==> src/rtl/cacheline_mem_arbiter.sv <==
// cacheline_mem_arbiter: shares one 256-bit physical-memory port between the
// I-cache and D-cache. One requester is granted at a time. Its address and
// write line are latched at the grant edge. The memory response goes back
// only to the granted requester.
module cacheline_mem_arbiter #(
    parameter int ROUND_ROBIN  = 0,
    parameter int STARVE_LIMIT = 4
) (
    input  logic         clk,
    input  logic         rst_n,
    // I-cache port
    input  logic         i_pmem_read,
    input  logic [31:0]  i_pmem_address,
    output logic [255:0] i_pmem_rdata,
    output logic         i_pmem_resp,
    // D-cache port
    input  logic         d_pmem_read,
    input  logic         d_pmem_write,
    input  logic [31:0]  d_pmem_address,
    input  logic [255:0] d_pmem_wdata,
    output logic [255:0] d_pmem_rdata,
    output logic         d_pmem_resp,
    // physical memory port
    output logic         pmem_read,
    output logic         pmem_write,
    output logic [31:0]  pmem_address,
    output logic [255:0] pmem_wdata,
    input  logic [255:0] pmem_rdata,
    input  logic         pmem_resp
);

    localparam int CW = $clog2(STARVE_LIMIT + 1);
    localparam logic [CW-1:0] STARVE_MAX = CW'(STARVE_LIMIT);

    typedef enum logic [1:0] {IDLE, SERVE_I, SERVE_D} state_e;

    state_e          state_q, state_d;
    logic            rd_q, rd_d;
    logic            wr_q, wr_d;
    logic [31:0]     addr_q, addr_d;
    logic [255:0]    wdata_q, wdata_d;
    logic [CW-1:0]   starve_cnt_q, starve_cnt_d;
    logic            last_grant_d_q, last_grant_d_d;  // 1: last grant went to D
    logic            d_req;
    logic            pick_d;

    // State register; reset abandons any transaction in flight.
    always_ff @(posedge clk or negedge rst_n) begin
        if (!rst_n) begin
            state_q        <= IDLE;
            rd_q           <= 1'b0;
            wr_q           <= 1'b0;
            addr_q         <= '0;
            wdata_q        <= '0;
            starve_cnt_q   <= '0;
            last_grant_d_q <= 1'b0;
        end else begin
            state_q        <= state_d;
            rd_q           <= rd_d;
            wr_q           <= wr_d;
            addr_q         <= addr_d;
            wdata_q        <= wdata_d;
            starve_cnt_q   <= starve_cnt_d;
            last_grant_d_q <= last_grant_d_d;
        end
    end

    // Arbitration, latching and response routing.
    always_comb begin
        state_d        = state_q;
        rd_d           = rd_q;
        wr_d           = wr_q;
        addr_d         = addr_q;
        wdata_d        = wdata_q;
        starve_cnt_d   = starve_cnt_q;
        last_grant_d_d = last_grant_d_q;
        i_pmem_resp    = 1'b0;
        d_pmem_resp    = 1'b0;
        pick_d         = 1'b0;
        d_req          = d_pmem_read | d_pmem_write;

        case (state_q)
            IDLE: begin
                if (i_pmem_read || d_req) begin
                    if (!i_pmem_read)
                        pick_d = 1'b1;
                    else if (!d_req)
                        pick_d = 1'b0;
                    else if (ROUND_ROBIN != 0)
                        pick_d = !last_grant_d_q;
                    else
                        pick_d = (starve_cnt_q != STARVE_MAX);

                    if (pick_d) begin
                        state_d = SERVE_D;
                        addr_d  = d_pmem_address;
                        // read+write together is treated as a write
                        wr_d    = d_pmem_write;
                        rd_d    = d_pmem_read & ~d_pmem_write;
                        if (d_pmem_write)
                            wdata_d = d_pmem_wdata;
                        if (ROUND_ROBIN == 0 && i_pmem_read && starve_cnt_q != STARVE_MAX)
                            starve_cnt_d = starve_cnt_q + 1'b1;
                    end else begin
                        state_d      = SERVE_I;
                        addr_d       = i_pmem_address;
                        rd_d         = 1'b1;
                        wr_d         = 1'b0;
                        starve_cnt_d = '0;
                    end
                end
            end
            SERVE_I: begin
                if (pmem_resp) begin
                    i_pmem_resp    = 1'b1;
                    state_d        = IDLE;
                    rd_d           = 1'b0;
                    wr_d           = 1'b0;
                    last_grant_d_d = 1'b0;
                end
            end
            SERVE_D: begin
                if (pmem_resp) begin
                    d_pmem_resp    = 1'b1;
                    state_d        = IDLE;
                    rd_d           = 1'b0;
                    wr_d           = 1'b0;
                    last_grant_d_d = 1'b1;
                end
            end
            default: state_d = IDLE;
        endcase
    end

    assign pmem_read    = rd_q;
    assign pmem_write   = wr_q;
    assign pmem_address = addr_q;
    assign pmem_wdata   = wdata_q;
    assign i_pmem_rdata = pmem_rdata;
    assign d_pmem_rdata = pmem_rdata;

endmodule

==> config.mk <==
export PLATFORM = sky130hd
export DESIGN_NAME = cacheline_mem_arbiter
export DESIGN_NICKNAME = d
export VERILOG_FILES = /design/src/rtl/cacheline_mem_arbiter.sv
export SDC_FILE = /design/constraint.sdc
export NUM_CORES = 1
export LEC_CHECK = 0
export BUFFER_PORTS_ARGS = -buffer_cell sky130_fd_sc_hd__buf_2
export CORE_AREA = 2 2 532 534
export DETAILED_ROUTE_END_ITERATION = 7
export DIE_AREA = 0 0 534 536
export GPL_TIMING_DRIVEN = 0
export PLACE_DENSITY = 0.3
export SLEW_MARGIN = 20
export SYNTH_ARGS = -nofsm -noshare
export SYNTH_HDL_FRONTEND = slang
export SYNTH_SLANG_ARGS = --single-unit
==> constraint.sdc <==
create_clock -name clk -period 4.6 [get_ports clk]
set_clock_uncertainty 0.15 [all_clocks]
set_input_delay 0.69 -clock clk [delete_from_list [all_inputs] [get_ports clk]]
set_output_delay 0.69 -clock clk [all_outputs]
set_load 0.1 [all_outputs]
==> results.toml <==
[global_route]
grt_max_degree = 82
grt_use_total = 0.0912
grt_pass1_vias = 14680
grt_pass1_wl_microns = 166000
antenna_found_initial = 82
grt-ovfl-total = 0

[synth]
yosys_register_bits = 295
synth_edf_count = 0
synthXorXnorAreaFrac = 0
synthSimpleGateAreaFrac = 0.0241
async_reset_ff_frac = 1.00
synth_compound_gate_area_share = 0.0302
synth_nets = 1868
postSynthAreaPerCell_sq_um = 12.0
syn_area_sq_um = 15400
ys_types = 30
synth_fa_ha_area_frac = 0.00407
ys_warn_count = 0
yosysSeqAreaShare = 0.481
synthFlopType = "dfrtp_1"
synthCells = 1281
synth_top_family_by_area = "buffers and inverters"
synthMuxAreaShare = 0.188

[floorplanning]
row_count = 195
ios = 1386
die_x_microns = 534
core_sq_um = 281000
die-height_microns = 536
start_util = 0.0547
die_area_sq_um = 286000

[placed_design]
pre_cts_ws_ps = 1620
hpwl_microns = 124000
gp_congestion = 0.933
postPlaceCellArea_sq_um = 25800
portBuffers = 1128

[power]
pwr-share-clk = 0.139
comb_power_share = 0.687
intPower_mw = 8.86
p_leak_nw = 13.3
netSwitchingPower_mw = 17.8
vdd_drop_max_v = 0.000322
p_sw_frac = 0.668
p_per_area_nw_per_um2 = 927
power_mw = 26.7
pwr-share-seq = 0.175

[finish]
layout_commonest_cell = "buf_2"
num-fill-cells = 32405
area_growth_pct = 87.5
nets = 3187
fin_area_sq_um = 28800
seqCellArea_sq_um = 7380
final_cell_mix = "buf_2, buf_4, dfrtp_1, mux2_2, dlygate4sd3_1"
drive_gt1_frac = 0.752
multi_input_area_sq_um = 3800

[route]
first_pass_iters = 4
ant_nets = 0
drt_iter0_drc = 514
wl_per_cell_microns = 21.5
num_vias = 14742
finalWirelength_microns = 138000
drcViolationCount = 0
via_per_inst = 2.30

[setup_path]
cp_cell_sequence = "inv_1 > ha_1 > and2_1 > buf_2"
required_ps = 3760
crit_buf_inv = 2
r2r-start = "state_q[0]"
cpMaxStageDelayCell = "buf_2"
critPathKind = "flip-flop to primary output"
critPathTopFamily = "buffers and inverters"
r2r_end = "pmem_wdata[42]"
arrival_ps = 1900
max_stage_delay_ps = 480
r2r_setup_slack_ps = 1980
cp.depth = 4
reg2reg_depth = 7
setup.worst_path.end_class = "primary output"
worstSetupStartpoint = "state_q[0]"
startpoint_type = "flip-flop"
cp-endpoint = "d_pmem_resp"
crit_fanout = 3

[sta]
layout_setup_ws_ps = 1860
hold_viol = 0
max_clock_freq_mhz = 365
min_period_ps = 2740
rsz0062_at_grt = "false"
maxSlewViolCount = 0
setup_violations = 0
fin_crit_sh = 0.595
tightest_slew_ps = 1010
max_slew_margin = 0.325

[clocking]
clk_latency_ps = 640
cts_sinks = 295
cts_root_buf = "clkbuf_16"
cts_tree = "yes"
clockBufferDepth = 3
cts_buffers = 47
clk_pin_slew_ps = 60
htreeDepth = 2

[job]
cap_violations = 0

[hold_path]
hold_path_class = "primary input to flip-flop"

[status]
outcome = "finished, final reports clean"
-- state kept, by name (all words and copies together), names as in the netlist --
name          count
starve_cnt_q      3
pmem_wdata      256
pmem_write        1
state_q           2
pmem_address     32
pmem_read         1
-- area by class of cell --
type	instances	share of cell area
diodes	30	0.00261
clock buffers	62	0.0452
repair buffers	1270	0.248
flip-flops and latches	295	0.256
inverters	5	0.000652
well taps	3743	0.163
multi-input cells	419	0.132
clock inverters	21	0.00791
plain buffers	562	0.145
-- synthesized netlist by cell type (2+ instances only) --
library cell | count | area share
o31ai_1 | 2 | 0.00098
ha_1 | 5 | 0.0041
buf_6 | 3 | 0.0022
nor4b_1 | 2 | 0.0011
clkbuf_2 | 3 | 0.00098
a31oi_1 | 32 | 0.013
and2_1 | 2 | 0.00081
nor2_1 | 34 | 0.0083
mux2_1 | 38 | 0.028
buf_2 | 12 | 0.0039
nand2_1 | 3 | 0.00073
nand3_1 | 33 | 0.011
clkbuf_1 | 8 | 0.0020
dfrtp_1 | 295 | 0.48
buf_4 | 536 | 0.26
o21ai_0 | 37 | 0.012
a21o_1 | 2 | 0.00098
mux2_2 | 218 | 0.16
inv_1 | 5 | 0.0012
-- per-layer routing --
layer / GRT usage / up-vias / wire, microns
met4: 0.0300 / 8 / 4910
met3: 0.0636 / 223 / 23200
met5: 0 / - / 48
li1: - / 6472 / -
met1: 0.0956 / 6975 / 48600
met2: 0.144 / 1064 / 60900
-- through the flow --
| stage | std cells | utilization | hold slack (ps) | setup TNS, ps |
|---|---|---|---|---|
| 6_report | 6407 | 0.103 | 118 | 0 |
| 3_5_place_dp | 6156 | 0.0919 | 325 | 0 |
| 4_1_cts | 6377 | 0.102 | 0.332 | 0 |
| 2_1_floorplan | 1281 | - | 244 | 0 |
| 3_3_place_gp | 6152 | 0.0915 | 323 | -1331700 |
| 5_1_grt | 6386 | 0.102 | 45.2 | 0 |
-- how the worst min path moves through the flow --
stage	end	slack [ps]	startpoint	depth (start not counted)
floorplan	pmem_address[0]	240	rst_n	0
global placement	pmem_wdata[43]	320	pmem_wdata[43]	1
detailed placement	pmem_wdata[43]	330	pmem_wdata[43]	1
CTS	pmem_wdata[208]	0.3	d_pmem_wdata[208]	2
global route	pmem_wdata[122]	50	d_pmem_wdata[122]	2
finish	pmem_wdata[89]	120	d_pmem_wdata[89]	2
-- logic make-up (layout without fill, tap and decap cells) --
family / count (synthesis) / after routing
buffers and inverters: 567 / 1920
adders and majority gates: 5 / 5
other: 0 / 30
muxes: 257 / 257
DFF: 295 / 295
and+or+nand+nor: 79 / 79
AOI/OAI and AO/OA: 78 / 78
-- power by group through the flow --
stage / Combinational (mW) / Sequential, mW / Clock (mW)
2_1_floorplan: 4.12 / 14.1 / 0
3_3_place_gp: 18.8 / 4.70 / 0
3_5_place_dp: 18.7 / 4.74 / 0
4_1_cts: 18.9 / 4.70 / 4.02
5_1_grt: 19.3 / 4.85 / 4.03
6_report: 18.3 / 4.66 / 3.70
-- repair_timing --
action	in CTS	in global routing
setup endpoints to repair	0	0
hold buffers	138	0
endpoints found under the hold margin	177	0
gates resized for setup	0	0
setup buffers	0	0
No activity file was read; power rests on OpenSTA's default activity.
